## config.mk

```make
export PLATFORM = sky130hd
export DESIGN_NAME = lcd_frame_capture
export DESIGN_NICKNAME = d
export VERILOG_FILES = /design/src/rtl/lcd_frame_capture.sv
export SDC_FILE = /design/constraint.sdc
export NUM_CORES = 1
export LEC_CHECK = 0
export BUFFER_PORTS_ARGS = -buffer_cell sky130_fd_sc_hd__clkbuf_2
export CAP_MARGIN = 40
export CORE_MARGIN = 2
export CORE_UTILIZATION = 45
export CTS_CLUSTER_DIAMETER = 150
export CTS_CLUSTER_SIZE = 14
export DETAILED_ROUTE_END_ITERATION = 6
export GPL_TIMING_DRIVEN = 0
export PLACE_DENSITY = 0.74
export SYNTH_ARGS = -nofsm -noshare
export SYNTH_HDL_FRONTEND = slang
export SYNTH_SLANG_ARGS = --single-unit
```

## constraint.sdc

```tcl
create_clock -name clk -period 4.5 [get_ports clk]
set_clock_uncertainty 0.1 [all_clocks]
set_input_delay 0.225 -clock clk [delete_from_list [all_inputs] [get_ports clk]]
set_output_delay 0.225 -clock clk [all_outputs]
set_load 0.03 [all_outputs]
```

## src/rtl/lcd_frame_capture.sv

```systemverilog
// lcd_frame_capture
// Sink for the PPU display stream. It tracks the pixel position from the
// hsync/vsync phases and packs four 2-bit shades per byte (first pixel in
// [7:6]). Each byte is written into the framebuffer bank currently being
// filled. Line and frame geometry are checked, and the scan-out bank is
// flipped only when a frame was captured without a geometry error.
module lcd_frame_capture #(
    parameter int WIDTH  = 160,
    parameter int HEIGHT = 144,
    parameter int ADDR_W = 13
) (
    input  logic              clk,
    input  logic              rst,
    input  logic              lcd_hsync,
    input  logic              lcd_vsync,
    input  logic              lcd_pixel,
    input  logic [1:0]        lcd_color,
    output logic [ADDR_W-1:0] fb_addr,
    output logic [7:0]        fb_data,
    output logic              fb_we,
    output logic              fb_bank,
    output logic              frame_done,
    output logic              frame_err,
    output logic              line_err,
    output logic [7:0]        cur_y
);

    localparam int XW = $clog2(WIDTH + 1);

    localparam logic [XW-1:0]     WIDTH_X    = XW'(WIDTH);
    localparam logic [XW-1:0]     X_ONE      = XW'(1);
    localparam logic [7:0]        HEIGHT_Y   = 8'(HEIGHT);
    localparam logic [ADDR_W-1:0] LINE_BYTES = ADDR_W'(WIDTH / 4);
    localparam logic [ADDR_W-1:0] ADDR_ONE   = ADDR_W'(1);

    typedef enum logic [1:0] {
        WAIT_FRAME = 2'd0,
        LINE       = 2'd1,
        HBLANK     = 2'd2,
        VBLANK     = 2'd3
    } state_t;

    state_t            state_q, state_d;
    logic              hs_q, hs_d;
    logic              vs_q, vs_d;
    logic [XW-1:0]     x_q, x_d;
    logic [7:0]        y_q, y_d;
    logic [7:0]        pack_q, pack_d;
    logic [ADDR_W-1:0] base_q, base_d;
    logic [ADDR_W-1:0] addr_q, addr_d;
    logic              line_err_q, line_err_d;
    logic              fb_we_q, fb_we_d;
    logic [ADDR_W-1:0] fb_addr_q, fb_addr_d;
    logic [7:0]        fb_data_q, fb_data_d;
    logic              fb_bank_q, fb_bank_d;
    logic              frame_done_q, frame_done_d;
    logic              frame_err_q, frame_err_d;

    logic              hs_rise_s, hs_fall_s, vs_rise_s, vs_fall_s;
    logic              line_in_frame_s;
    logic              start_frame_s, end_frame_s;
    logic [7:0]        pack_slot_s;

    // Edges are seen in the cycle the new sync level is first sampled.
    assign hs_rise_s = lcd_hsync & ~hs_q;
    assign hs_fall_s = ~lcd_hsync & hs_q;
    assign vs_rise_s = lcd_vsync & ~vs_q;
    assign vs_fall_s = ~lcd_vsync & vs_q;

    // Lines past the visible height still count but are never written.
    assign line_in_frame_s = (y_q < HEIGHT_Y);

    // Drop the incoming shade into its slot; a new byte starts with zeroed low slots.
    always_comb begin
        pack_slot_s = pack_q;
        case (x_q[1:0])
            2'd0:    pack_slot_s = {lcd_color, 6'b000000};
            2'd1:    pack_slot_s = {pack_q[7:6], lcd_color, 4'b0000};
            2'd2:    pack_slot_s = {pack_q[7:4], lcd_color, 2'b00};
            2'd3:    pack_slot_s = {pack_q[7:2], lcd_color};
            default: pack_slot_s = pack_q;
        endcase
    end

    // Capture state machine: position tracking, byte writes and frame checks.
    always_comb begin
        state_d       = state_q;
        hs_d          = lcd_hsync;
        vs_d          = lcd_vsync;
        x_d           = x_q;
        y_d           = y_q;
        pack_d        = pack_q;
        base_d        = base_q;
        addr_d        = addr_q;
        line_err_d    = line_err_q;
        fb_we_d       = 1'b0;
        fb_addr_d     = fb_addr_q;
        fb_data_d     = fb_data_q;
        fb_bank_d     = fb_bank_q;
        frame_done_d  = 1'b0;
        frame_err_d   = 1'b0;
        start_frame_s = 1'b0;
        end_frame_s   = 1'b0;

        case (state_q)
            WAIT_FRAME: begin
                // Only a vsync fall proves we are at a frame boundary.
                if (vs_fall_s) begin
                    start_frame_s = 1'b1;
                end else begin
                    start_frame_s = 1'b0;
                end
            end

            LINE: begin
                if (lcd_pixel && !lcd_hsync && !lcd_vsync) begin
                    if (x_q < WIDTH_X) begin
                        pack_d = pack_slot_s;
                        x_d    = x_q + X_ONE;
                        if (x_q[1:0] == 2'd3) begin
                            if (line_in_frame_s) begin
                                fb_we_d   = 1'b1;
                                fb_addr_d = addr_q;
                                fb_data_d = pack_slot_s;
                            end else begin
                                fb_we_d = 1'b0;
                            end
                            addr_d = addr_q + ADDR_ONE;
                        end else begin
                            addr_d = addr_q;
                        end
                    end else begin
                        // Overlong line: the extra pixel is discarded.
                        line_err_d = 1'b1;
                    end
                end else if (hs_rise_s) begin
                    if (x_q != WIDTH_X) begin
                        line_err_d = 1'b1;
                    end else begin
                        line_err_d = line_err_q;
                    end
                    // Short line ending mid-byte: flush it with zero padding.
                    if ((x_q[1:0] != 2'b00) && line_in_frame_s) begin
                        fb_we_d   = 1'b1;
                        fb_addr_d = addr_q;
                        fb_data_d = pack_q;
                    end else begin
                        fb_we_d = 1'b0;
                    end
                    x_d     = {XW{1'b0}};
                    pack_d  = 8'h00;
                    y_d     = (y_q == 8'hFF) ? y_q : (y_q + 8'd1);
                    base_d  = base_q + LINE_BYTES;
                    addr_d  = base_q + LINE_BYTES;
                    state_d = HBLANK;
                end else begin
                    state_d = LINE;
                end
                // The line close above (if any) is folded in before the frame check.
                if (vs_rise_s) begin
                    end_frame_s = 1'b1;
                end else begin
                    end_frame_s = 1'b0;
                end
            end

            HBLANK: begin
                if (vs_rise_s) begin
                    end_frame_s = 1'b1;
                end else if (hs_fall_s && !lcd_vsync) begin
                    state_d = LINE;
                end else begin
                    state_d = HBLANK;
                end
            end

            VBLANK: begin
                if (vs_fall_s) begin
                    start_frame_s = 1'b1;
                end else begin
                    state_d = VBLANK;
                end
            end

            default: begin
                state_d = WAIT_FRAME;
            end
        endcase

        if (start_frame_s) begin
            state_d    = LINE;
            x_d        = {XW{1'b0}};
            y_d        = 8'h00;
            pack_d     = 8'h00;
            base_d     = {ADDR_W{1'b0}};
            addr_d     = {ADDR_W{1'b0}};
            line_err_d = 1'b0;
        end else if (end_frame_s) begin
            state_d = VBLANK;
            if ((y_d == HEIGHT_Y) && !line_err_d) begin
                frame_done_d = 1'b1;
                fb_bank_d    = ~fb_bank_q;
            end else begin
                frame_err_d = 1'b1;
            end
        end else begin
            fb_bank_d = fb_bank_q;
        end
    end

    // State and output registers; reset discards any pending write.
    always_ff @(posedge clk) begin
        if (!rst) begin
            state_q      <= WAIT_FRAME;
            hs_q         <= 1'b0;
            vs_q         <= 1'b0;
            x_q          <= {XW{1'b0}};
            y_q          <= 8'h00;
            pack_q       <= 8'h00;
            base_q       <= {ADDR_W{1'b0}};
            addr_q       <= {ADDR_W{1'b0}};
            line_err_q   <= 1'b0;
            fb_we_q      <= 1'b0;
            fb_addr_q    <= {ADDR_W{1'b0}};
            fb_data_q    <= 8'h00;
            fb_bank_q    <= 1'b0;
            frame_done_q <= 1'b0;
            frame_err_q  <= 1'b0;
        end else begin
            state_q      <= state_d;
            hs_q         <= hs_d;
            vs_q         <= vs_d;
            x_q          <= x_d;
            y_q          <= y_d;
            pack_q       <= pack_d;
            base_q       <= base_d;
            addr_q       <= addr_d;
            line_err_q   <= line_err_d;
            fb_we_q      <= fb_we_d;
            fb_addr_q    <= fb_addr_d;
            fb_data_q    <= fb_data_d;
            fb_bank_q    <= fb_bank_d;
            frame_done_q <= frame_done_d;
            frame_err_q  <= frame_err_d;
        end
    end

    assign fb_addr    = fb_addr_q;
    assign fb_data    = fb_data_q;
    assign fb_we      = fb_we_q;
    assign fb_bank    = fb_bank_q;
    assign frame_done = frame_done_q;
    assign frame_err  = frame_err_q;
    assign line_err   = line_err_q;
    assign cur_y      = y_q;

endmodule

```

==> Yosys cells after proc, flatten, opt, wreduce, memory -nomap -nowiden <==
Cells that the tools add are included.
W data, S select, Z words.
{ "classes": {"addsub": 4, "order_cmp": 2, "n_eq_ne": 18, "n_mux": 51, "bitwise_logic": 13, "reduce_logical": 27} }
{ "op_table": {"columns": ["op", "n"], "rows": [
  ["$mux W13", 10],
  ["$mux W8", 15],
  ["$pmux W8 S4", 1],
  ["$mux W1", 18],
  ["$add A8 B1 Y8 const B", 2],
  ["$eq A8 B8 Y1 const B", 2],
  ["$lt A8 B8 Y1 const B", 2],
  ["$add A13 B1 Y13 const B", 1],
  ["$add A13 B6 Y13 const B", 1],
  ["$mux W2", 6],
  ["$ne A4 B4 Y1 const B", 3],
  ["$reduce_and A4 Y1", 3],
  ["$ne A3 B3 Y1 const B", 3],
  ["$not A1 Y1", 9],
  ["$reduce_and A3 Y1", 3],
  ["$eq A2 B2 Y1 const B", 4],
  ["$ne A8 B8 Y1 const B", 1],
  ["$pmux W2 S3", 1],
  ["$reduce_and A6 Y1", 1],
  ["$reduce_bool A2 Y1", 3],
  ["$reduce_or A2 Y1", 3],
  ["$logic_and A1 B1 Y1", 5],
  ["$reduce_bool A5 Y1", 1],
  ["$and A1 B1 Y1", 4],
  ["other kinds (8)", 13]
]} }
{ "word_totals": {"ff_bits": 80, "input_bits": 7, "out_inout_bits": 34, "word_cells": 131} }

==> Longest topological paths before layout <==
Gate-level depths: netlist of the first run.
{ "depth": {"word_depth": 8, "mapped_depth": 10} }

==> Worst setup path before layout of the first run <==
Ideal clock, no wire load.
{ "synth_timing": {"path_kind": "flip-flop to flip-flop", "start": "reg y_q[0] (netlist: cur_y[0])", "end": "reg fb_bank_q (netlist: fb_bank)", "setup_ns": 0.119, "arrival_time_ns": 1.898, "setup_slack_ns": 2.383, "stages_incl_launch_ff": 8, "n_path_buf": 0, "cell_sequence": "dfxtp_1 -> ha_1 -> and4_1 -> and2_1 -> o41ai_1 -> o2111a_1 -> nand3_1 -> mux2i_1"} }
{ "synth_between": {"elab_chain_cells": 8} }
{ "synth_lines": {"columns": ["element", "line", "rtl"], "rows": [
  ["from (decl)", "47", "logic [7:0] y_q, y_d;"],
  ["from (signal assigned)", "234", "y_q <= y_d;"],
  ["$add A8 B1 Y8 / $eq A8 B8 Y1 (equally long branches)", "152", "y_d = (y_q == 8'hFF) ? y_q : (y_q + 8'd1);"],
  ["$mux W8", "152", null],
  ["$mux W8", "136", "end else if (hs_rise_s) begin"],
  ["$mux W8", "116", "if (lcd_pixel && !lcd_hsync && !lcd_vsync) begin"],
  ["$mux W8 *", "105", "case (state_q)"],
  ["$eq A8 B8 Y1 *", "200", "if ((y_d == HEIGHT_Y) && !line_err_d) begin"],
  ["$logic_and A1 B1 Y1 *", "200", null],
  ["$reduce_and A3 Y1 (no source line) *", null, null],
  ["to (signal assigned)", "242", "fb_bank_q <= fb_bank_d;"],
  ["to (decl)", "55", "logic fb_bank_q, fb_bank_d;"]
]} }
Mark *: on every way between the ends. The rest lies on a longest branch, timed or not.
A chain may end at the register's enable or synchronous reset.

==> Final worst setup path of the first run <==
{ "layout_timing": {"start": "reg state_q[0]", "end": "reg base_q[11]"} }
{ "layout_between": {"elab_chain_cells": 4} }
{ "layout_lines": {"columns": ["element", "line", "rtl"], "rows": [
  ["from (decl)", "43", "state_t state_q, state_d;"],
  ["from (signal assigned)", "230", "state_q <= state_d;"],
  ["$eq A2 B2 Y1 / $logic_not A2 Y1 (equally long branches)", "105", null],
  ["$reduce_or A2 Y1 (no source line)", null, null],
  ["$mux W1", null, null],
  ["$reduce_or A2 Y1 (no source line)", null, null],
  ["to (signal assigned)", "220", "base_q <= {ADDR_W{1'b0}};"],
  ["to (signal assigned)", "236", "base_q <= base_d;"],
  ["to (decl)", "49", "logic [ADDR_W-1:0] base_q, base_d;"]
]} }
Parallel ways exist; a longest one is shown, timed or not.

==> summary.txt, run 1 <==
GR met2 Demand/Resource = 0.336
Nets@finish = 555
CTS tree = built
Hold Crit Depth = 2
Final Wtd Congestion = 0.870
Die Wd = 97.0 um
Area of the core = 0.00830 sq mm
Initial antenna violation count = 0
Worst R2R Path Depth = 7
Largest family of logic cells by synthesized area = simple AND/OR/NAND/NOR gates
Via density = 5.70
WP data arrival = 2.82 ns
DRT Pass-1 Iters = 5
XOR/XNOR Fraction of Synth Area = 0.0540
Compound-Gate Fraction of Synth Area = 0.197
Cell count after placement = 629
Status = completed
Ports = 41
Reg2reg setup slack = 1.81 ns
RSZ-0062 raised after global routing = no
R2r startpoint = state_q[0]
WP buf/inv = 3
GR Util met1 = 0.269
Diode count = 0
Largest net degree at the start of global routing = 14
Total Wirelength = 9390 um
Critical Path Most Common Cell = clkbuf_1
Top delay family on crit path = buffers and inverters
Worst-case clock buffer depth = 2
Cts repair resizes = 0
Synthesized net count = 506
Initial Util = 0.469
HPWL Detailed = 6840 um
Synthesized area = 0.00389 sq mm
WS Path Type = reg -> reg
Die area = 0.00940 sq mm
Met3 global-route usage = 0.0376
CP max stage cell = clkbuf_1
Share of layout cells above drive strength 1 = 0.130
Final Critical Period = 2.69 ns
Die Span Y = 97.0 um
Layout Cells excl Fill = 645
Worst-path clk slew = 0.08 ns
Fin area = 0.00440 sq mm
Relative slew slack = 0.487
Mux share of post-synthesis cell area = 0.0103
First-pass GRT wire length = 16000 um
HP Start = lcd_hsync
Synth Area per Inst = 8.00 sq um
Vias in the first global route = 3363
Post-synth EDFFs = 0
Post-Route Setup TNS = 0 ns
Number of remaining DRC errors = 0
Initial drt markers = 217
Gr usage total = 0.203
Cells after Synth = 486
Simple-gate share of the synthesized area = 0.257
Setup bufs post-CTS = 0
Final Total Pwr = 1.57 mW
Synthesized-area fraction occupied by adder cells = 0.0418
Crit-path cells = inv_1 > ha_1 > nor3_1 > nand2b_1 > clkbuf_1 > clkbuf_1 > nor2_1
Setup violators final = 0
Post-route ant nets = 0
MaxCap Viol Count = 0
Rows = 33
Placed cell area = 0.00421 sq mm
WHS Endpoint = hs_q
Reg-to-reg critical path endpoint = base_q[11]
Synth cell types = 55
Crit end category = register
Slew Viols, Final = 0
IO Port Bufs = 38
H-tree levels = 3
Crit path max fanout = 10
Register area share after synthesis = 0.396
Grt total ovfl = 0
CP startpoint kind = register
Max IR drop VDD = 0.256 mV
Leak = 1.67 nW
Slew at the pin with the worst max-slew slack = 0.769 ns
Area added between synthesis and finish = 13.2%
Synth warn = 0
Pwr/cell area = 357 mW/mm^2
Skew-Pair Late Insertion Delay = 0.35 ns
Gr busiest metal = met2
Final hold vios = 0
Worst Path Required = 4.63 ns
Fmax achieved = 372 MHz
Synth Flop Type = dfxtp_1
Routed length per instance = 14.6 um
Via count = 3674
CTS Buf Count = 9
Sink Count = 77
Root Buffer = clkbuf_8
#FFs+latches synth = 77
Worst Hold Class = in -> reg
Final period utilization = 0.598
Largest stage delay, worst path = 0.51 ns
CTS Hold Buffers Added = 0
Crit path launch = state_q[0]
Ys async rst share = 0
[kinds of logic (layout without fill, tap and decap cells)]
logic type,count (synthesis),in the layout
DFF,77,77
AOI/OAI and AO/OA,114,114
xor gates and xnor gates,24,24
adders and majority gates,13,13
buffers and inverters,36,90
and+or+nand+nor,218,218
muxes,4,4
[how the worst max path moves through the flow]
stage,endpoint,cells past startpoint
2_1_floorplan,fb_bank,7
3_3_place_gp,addr_q[8],7
3_5_place_dp,cur_y[5],7
4_1_cts,base_q[11],7
5_1_grt,cur_y[5],7
6_report,base_q[11],7
[layer usage]
| layer | wire length (um) | vias to the layer above |
|---|---|---|
| met5 | 0 | - |
| met4 | 135 | 0 |
| met3 | 608 | 13 |
| met2 | 4390 | 134 |
| met1 | 4260 | 1728 |
| li1 | - | 1799 |
[state kept, by name, indices dropped and copies added, names as in the netlist]
signal,count
addr_q,13
fb_addr,13
base_q,10
cur_y,8
fb_data,8
pack_q,8
x_q,8
state_q,2
fb_bank,1
fb_we,1
frame_done,1
frame_err,1
hs_q,1
line_err,1
vs_q,1
[cell usage in the layout, fill, tap and decap left out, drive strengths merged, types with 6 or more instances in the layout]
cell,synthesis,final
a211oi,8,8
a21oi,46,46
a32oi,7,7
and2,7,7
and3,11,11
buf,9,9
clkbuf,16,64
dfxtp,77,77
ha,13,13
inv,11,11
nand2,77,77
nand3,17,17
nand4,6,6
nor2,66,66
nor3,12,12
o21ai,18,18
xnor2,11,11
xor2,13,13
[per-stage QoR]
step	hold WS [ns]	utilization	setup WS, ns
finish	0.0775	0.531	1.81
detailed placement	0.343	0.507	1.84
global placement	0.338	0.507	1.95
CTS	0.0651	0.531	1.81
floorplan	0.252	-	2.38
global route	0.104	0.531	1.52
[synth_stat cells (2+ instances only)]
cell type   n  share of area
o21ai_0    18          0.023
a31oi_1     4         0.0064
nand3_1    17          0.022
o32ai_1     2         0.0045
dfxtp_1    77           0.40
o311ai_0    2         0.0045
nand2b_1    4         0.0064
a2bb2oi_1   2         0.0045
and2_1      6         0.0097
xnor2_1    11          0.025
and4_1      2         0.0045
nand3b_1    2         0.0039
o2111a_1    2         0.0058
nor3b_1     2         0.0039
inv_1      10         0.0097
a21oi_1    43          0.055
a32oi_1     7          0.016
ha_1       13          0.042
a211oi_1    8          0.015
nor3_1     12          0.015
nor2_1     66          0.064
and3_1     11          0.018
a22oi_1     4         0.0077
a21oi_2     2         0.0045
nor4_1      5         0.0080
o21a_1      2         0.0039
nand4_1     6         0.0097
buf_2       5         0.0064
a311oi_1    2         0.0045
nand2_1    77          0.074
a21o_1      5         0.0097
buf_6       4          0.012
clkbuf_1   16          0.015
xor2_1     13          0.029
mux2i_1     4          0.010
[cell type report]
class / instances / area [sq um]
plain buffers: 25 / 130
clock buffers: 10 / 128
clock inverters: 6 / 63.8
fillers: 810 / 3900
inverters: 11 / 41.3
multi-input cells: 373 / 2180
flip-flops and latches: 77 / 1540
well taps: 105 / 131
repair buffers: 38 / 190
[power by group]
part,internal [mW],total [mW],leakage (nW),switching (mW)
combinational,0.110,0.321,0.953,0.210
sequential,0.707,0.738,0.622,0.0311
clock,0.255,0.512,0.0923,0.256
total,1.07,1.57,1.67,0.498
(Power assumes the default switching activity.)
==> run 2, diff against run 1 <==
--- a/config.mk
+++ b/config.mk
@@ -13,7 +13,7 @@
 export CTS_CLUSTER_SIZE = 14
 export DETAILED_ROUTE_END_ITERATION = 6
 export GPL_TIMING_DRIVEN = 0
-export PLACE_DENSITY = 0.74
+export PLACE_DENSITY = 0.76
 export SYNTH_ARGS = -nofsm -noshare
 export SYNTH_HDL_FRONTEND = slang
 export SYNTH_SLANG_ARGS = --single-unit
==> constraint.sdc (replaced) <==
create_clock -name clk -period 2.3 [get_ports clk]
set_clock_uncertainty 0.1 [all_clocks]
set_input_delay 0.115 -clock clk [delete_from_list [all_inputs] [get_ports clk]]
set_output_delay 0.115 -clock clk [all_outputs]
set_load 0.03 [all_outputs]
==> run 2 against run 1 <==
  * First-iteration DRC count is 3.7% lower
  * Via count rose by 0.95%
  * Fmax up 24%
  * Global-route usage fell by 0.13 points
  * Utilization is 1.9 points higher
  * Combinational power increased by 100%
  * Worst hold slack lost 0.055 ns
  * Clock power is 120% higher
  * Non-clock buffer count is 5 higher
  * Critical endpoint is now fb_bank
  * Largest cell class unchanged
==> summary.txt, run 2 (same netlist as run 1, synthesis figures left out) <==
Die Wd = 97.0 um (unchanged)
Rows = 33 (unchanged)
CTS Buf Count = 9 (unchanged)
Slew Viols, Final = 0 (unchanged)
Leak = 1.74 nW (was 1.67 nW)
Area of the core = 0.00830 sq mm (unchanged)
Initial drt markers = 209 (was 217)
Fmax achieved = 462 MHz (was 372 MHz)
WS Path Type = reg -> reg (unchanged)
CP startpoint kind = register (unchanged)
Grt total ovfl = 0 (unchanged)
Commonest non-fill, non-tap cell in the layout = nand2_1
Gr usage total = 0.202 (was 0.203)
Number of remaining DRC errors = 0 (unchanged)
Area added between synthesis and finish = 17.3% (was 13.2%)
Initial antenna violation count = 0 (unchanged)
CTS tree = built (unchanged)
Max IR drop VDD = 0.517 mV (was 0.256 mV)
Diode count = 0 (unchanged)
Filler cells = 764 (was 810)
Die Span Y = 97.0 um (unchanged)
Post-Route Setup TNS = 0 ns (unchanged)
Final hold vios = 0 (unchanged)
Initial Util = 0.469 (unchanged)
Ports = 41 (unchanged)
Crit end category = register (unchanged)
Crit-path cells = inv_1 > ha_2 > and3b_1 > buf_2 > buf_6 > a221oi_2 > o2111a_1 > nand3_1 > mux2i_1 (was inv_1 > ha_1 > nor3_1 > nand2b_1 > clkbuf_1 > clkbuf_1 > nor2_1)
Switching power share of the total = 0.307 (was 0.317)
Worst Path Required = 2.45 ns (was 4.63 ns)
Vias in the first global route = 3406 (was 3363)
Root Buffer = clkbuf_8 (unchanged)
First-pass GRT wire length = 15700 um (was 16000 um)
DRT Pass-1 Iters = 5 (unchanged)
Worst Hold Class = in -> reg (unchanged)
H-tree levels = 3 (unchanged)
Largest stage delay, worst path = 0.37 ns (was 0.51 ns)
Slew at the pin with the worst max-slew slack = 0.557 ns (was 0.769 ns)
Via density = 5.71 (was 5.70)
Sink Count = 77 (unchanged)
Gate power share = 0.200 (was 0.204)
Clock share of power = 0.350 (was 0.326)
Power Internal = 2.23 mW (was 1.07 mW)
Die area = 0.00940 sq mm (unchanged)
Via count = 3709 (was 3674)
Worst-case clock buffer depth = 2 (unchanged)
Final Wtd Congestion = 0.896 (was 0.870)
CP max stage cell = dfxtp_2 (was clkbuf_1)
Routed length per instance = 14.6 um (about the same)
Largest net degree at the start of global routing = 17 (was 14)
Final Total Pwr = 3.22 mW (was 1.57 mW)
Share of layout cells above drive strength 1 = 0.169 (was 0.130)
IO Port Bufs = 38 (unchanged)
Seq pwr share = 0.450 (was 0.470)
Final period utilization = 0.941 (was 0.598)
Crit path max fanout = 10 (unchanged)
Relative slew slack = 0.627 (was 0.487)
Final Critical Period = 2.16 ns (was 2.69 ns)
Nets@finish = 560 (was 555)
Worst-path clk slew = 0.08 ns (about the same)
Net Sw Power = 0.987 mW (was 0.498 mW)
RSZ-0062 raised after global routing = no (unchanged)
Pwr/cell area = 706 mW/mm^2 (was 357 mW/mm^2)
Total Wirelength = 9490 um (was 9390 um)
HPWL Detailed = 6690 um (was 6840 um)
Most frequent cells in the layout = nand2_1, dfxtp_1, nor2_1 (unchanged)
MaxCap Viol Count = 0 (unchanged)
WP data arrival = 2.31 ns (was 2.82 ns)
Status = completed (unchanged)
Post-route ant nets = 0 (unchanged)
Skew-Pair Late Insertion Delay = 0.36 ns (was 0.35 ns)
Setup violators final = 0 (unchanged)
-- run 2: changes by cell type in the layout (fill, tap and decap cells not counted), moves of 2 or more --
cell	delta
clkbuf_1	-6
clkbuf_2	+3
ha_1	-2
buf_4	+2
dfxtp_1	-2
inv_2	+2
dfxtp_2	+2
inv_1	-2
dlygate4sd3_1	+4
-- run 2: layout make-up --
| cell class | count | area (sq um) | area share |
|---|---|---|---|
| buffer | 23 | 128 | 0.0280 |
| clock buffer | 10 | 128 | 0.0280 |
| clock inverter | 6 | 86.3 | 0.0189 |
| inverter | 11 | 41.3 | 0.00905 |
| multi-input combinational | 373 | 2240 | 0.491 |
| sequential | 77 | 1540 | 0.338 |
| tap | 105 | 131 | 0.0288 |
| timing repair buffer | 45 | 265 | 0.0581 |
-- run 2: power groups by stage --
stage	clock network [mW]	registers, mW	logic (mW)
6_report	1.13	1.45	0.645
5_1_grt	1.21	1.46	0.714
4_1_cts	1.14	1.44	0.624
3_5_place_dp	0	1.47	0.608
3_3_place_gp	0	1.47	0.590
2_1_floorplan	0	1.49	0.436
-- run 2: layer usage --
| metal | vias up | track usage | routed length, um |
|---|---|---|---|
| met2 | 144 | 0.324 | 4360 |
| met4 | 0 | 0.0823 | 208 |
| met5 | - | 0 | 0 |
| met1 | 1731 | 0.255 | 4310 |
| li1 | 1817 | - | - |
| met3 | 17 | 0.0571 | 602 |
-- run 2: worst paths after layout --
path	startpoint	to	slack, ns	cells after the start
hold / removal	lcd_color[1]	pack_q[5]	0.02	3
hold reg to reg	fb_addr[11]	fb_addr[11]	0.35	2
setup reg to reg	state_q[1]	fb_bank	0.14	9
setup / recovery	state_q[1]	fb_bank	0.14	9
-- run 2: repair_timing --
action | in CTS | in global routing
hold endpoints to repair | 6 | 0
pin swaps | 0 | 3
gates resized for setup | 9 | 16
setup buffers | 1 | 2
hold buffers | 4 | 0
setup endpoints to repair | 37 | 54
-- run 2: worst max-delay path, delay by kind of cell, from the launching register on --
family	cells	cell delay (ns)
adder cells (fa/ha/maj)	1	0.20
flip-flops	1	0.37
AO/OA/AOI/OAI	2	0.57
multiplexers	1	0.13
AND/OR/NAND/NOR	2	0.26
buffers and inverters	3	0.43
-- run 2: metrics by stage --
step / util / cell area (sq um) / cells / hold WS (ns) / setup slack [ns]
after CTS: 0.543 / 4500 / 649 / 0.0134 / 0.00436
after floorplan: - / 3890 / 486 / 0.142 / 0.183
after global placement: 0.507 / 4210 / 629 / 0.312 / -0.255
after global routing: 0.550 / 4560 / 650 / 0.0262 / 0.00544
final: 0.550 / 4560 / 650 / 0.0226 / 0.135
after detailed placement: 0.507 / 4210 / 629 / 0.319 / -0.346
==> run 3, diff against run 2 <==
--- a/config.mk
+++ b/config.mk
@@ -13,6 +13,7 @@
 export CTS_CLUSTER_SIZE = 14
 export DETAILED_ROUTE_END_ITERATION = 6
 export GPL_TIMING_DRIVEN = 0
+export HOLD_SLACK_MARGIN = 0.06
 export PLACE_DENSITY = 0.76
 export SYNTH_ARGS = -nofsm -noshare
 export SYNTH_HDL_FRONTEND = slang
==> run 3 against run 2 <==
  * First-iteration DRC count grew 19%
  * Sequential power is essentially flat
  * Fmax is essentially flat
  * Sequential cell count is the same
  * Register-to-register slack is essentially flat
  * Via count grew 0.27%
  * Cell count grew 0.15%
  * Global-route usage is essentially flat
  * Power grew 0.12%
  * Clock power is essentially flat
  * Critical path type unchanged
  * Largest cell class unchanged
  * Largest power group unchanged
  * Highest routed layer unchanged
==> summary.txt, run 3 (same netlist as run 1, synthesis figures left out) <==
Leak = 1.74 nW (about the same)
Setup violators final = 0 (unchanged)
Post-route ant nets = 0 (unchanged)
Status = completed (unchanged)
Die area = 0.00940 sq mm (unchanged)
Gr busiest metal = met2 (unchanged)
HPWL Detailed = 6690 um (unchanged)
Total Wirelength = 9510 um (was 9490 um)
First-pass GRT wire length = 15700 um (about the same)
Die Span Y = 97.0 um (unchanged)
Worst R2R Path Depth = 7 (was 9)
RSZ-0062 raised after global routing = no (unchanged)
CP startpoint kind = register (unchanged)
Sink Count = 77 (unchanged)
Final Wtd Congestion = 0.896 (unchanged)
Reg-to-reg critical path endpoint = addr_q[12] (was fb_bank)
Rows = 33 (unchanged)
Worst-path clk slew = 0.08 ns (about the same)
Share of layout cells above drive strength 1 = 0.168 (was 0.169)
Vias in the first global route = 3402 (was 3406)
Crit path max fanout = 6 (was 10)
Fmax achieved = 462 MHz (about the same)
Gr usage total = 0.201 (was 0.202)
Final Total Pwr = 3.22 mW (about the same)
Via density = 5.71 (about the same)
Met3 global-route usage = 0.0571 (unchanged)
Initial antenna violation count = 0 (unchanged)
Slew Viols, Final = 0 (unchanged)
Via count = 3719 (was 3709)
Final period utilization = 0.941 (about the same)
Crit end category = register (unchanged)
Diode count = 0 (unchanged)
WP data arrival = 2.34 ns (was 2.31 ns)
H-tree levels = 3 (unchanged)
Max IR drop VDD = 0.517 mV (about the same)
Layout Cells excl Fill = 651 (was 650)
Grt total ovfl = 0 (unchanged)
Area added between synthesis and finish = 17.5% (was 17.3%)
Filler cells = 763 (was 764)
Worst Path Required = 2.47 ns (was 2.45 ns)
Commonest non-fill, non-tap cell in the layout = nand2_1 (unchanged)
Skew-Pair Late Insertion Delay = 0.36 ns (about the same)
Area of the core = 0.00830 sq mm (unchanged)
R2r startpoint = addr_q[0] (was state_q[1])
Number of remaining DRC errors = 0 (unchanged)
Final hold vios = 0 (unchanged)
Die Wd = 97.0 um (unchanged)
IO Port Bufs = 38 (unchanged)
Final Critical Period = 2.17 ns (was 2.16 ns)
Placed cell area = 0.00421 sq mm (unchanged)
Most frequent cells in the layout = nand2_1, dfxtp_1, nor2_1 (unchanged)
Dpl ws = -0.346 ns (unchanged)
Initial drt markers = 249 (was 209)
Largest net degree at the start of global routing = 17 (unchanged)
GR Util met1 = 0.255 (about the same)
Reg2reg setup slack = 0.13 ns (was 0.14 ns)
Pwr/cell area = 705 mW/mm^2 (was 706 mW/mm^2)
Slew at the pin with the worst max-slew slack = 0.518 ns (was 0.557 ns)
Initial Util = 0.469 (unchanged)
Ports = 41 (unchanged)
Hold slack = 0.206 ns (was 0.0226 ns)
Worst Hold Class = in -> reg (unchanged)
Critical path destination = addr_q[12] (was fb_bank)
Post-Route Setup TNS = 0 ns (unchanged)
Worst-case clock buffer depth = 2 (unchanged)
MaxCap Viol Count = 0 (unchanged)
Relative slew slack = 0.646 (was 0.627)
DRT Pass-1 Iters = 5 (unchanged)
Layout Utilization = 0.551 (was 0.550)
Fin area = 0.00457 sq mm (was 0.00456 sq mm)
Nets@finish = 561 (was 560)
Root Buffer = clkbuf_8 (unchanged)
CTS tree = built (unchanged)
GR met2 Demand/Resource = 0.324 (unchanged)
Setup ws final = 0.135 ns (about the same)
Routed length per instance = 14.6 um (about the same)
WS Path Type = reg -> reg (unchanged)
Cell count after placement = 629 (unchanged)
Crit path launch = addr_q[0] (was state_q[1])
CTS Buf Count = 9 (unchanged)
==> run 3: changes by cell type in the layout (fill, tap and decap cells not counted) <==
cell | previous run | this run
dlygate4sd3_1 | 4 | 5
==> run 3: critical path, cell delays in order (launching register included) <==
cell,delay (ns)
dfxtp_1,0.44
ha_1,0.23
and3_1,0.21
and3_1,0.21
and3_1,0.28
nand3_1,0.14
o31a_1,0.26
o32ai_1,0.22
==> run 3: metal layers <==
metal / vias up / wire [um]
met1: 1735 / 4350
met5: - / 0
met3: 22 / 582
met4: 0 / 235
li1: 1822 / -
met2: 140 / 4340
==> run 3: layout make-up <==
cell class              count  area, sq um  area share
clock buffers              10          128      0.0279
inverters                  11         41.3     0.00903
clock inverters             6         86.3      0.0189
plain buffers              23          128      0.0279
multi-input cells         373         2240       0.490
flip-flops and latches     77         1540       0.338
repair buffers             46          275      0.0602
well taps                 105          131      0.0287
==> run 3: worst min-delay path by stage <==
stage               from         end  slack (ns)  cells after the start
6_report       lcd_pixel  fb_data[1]        0.21                      4
5_1_grt        lcd_pixel  fb_data[0]        0.22                      4
4_1_cts        lcd_pixel  fb_data[0]        0.22                      4
3_5_place_dp         rst        hs_q        0.32                      2
3_3_place_gp         rst        hs_q        0.31                      2
2_1_floorplan        rst        hs_q        0.14                      1
==> run 3: timing repair <==
action	in CTS	in global routing
hold buffers	5	0
resized for setup	9	16
pin swaps	0	3
setup endpoints to repair	37	54
endpoints found under the hold margin	11	0
buffers inserted	1	2
==> run 3: report_power, final <==
| group | leakage, nW | internal [mW] | switching [mW] |
|---|---|---|---|
| Clock | 0.107 | 0.611 | 0.517 |
| Combinational | 1.01 | 0.235 | 0.412 |
| Sequential | 0.622 | 1.39 | 0.0611 |
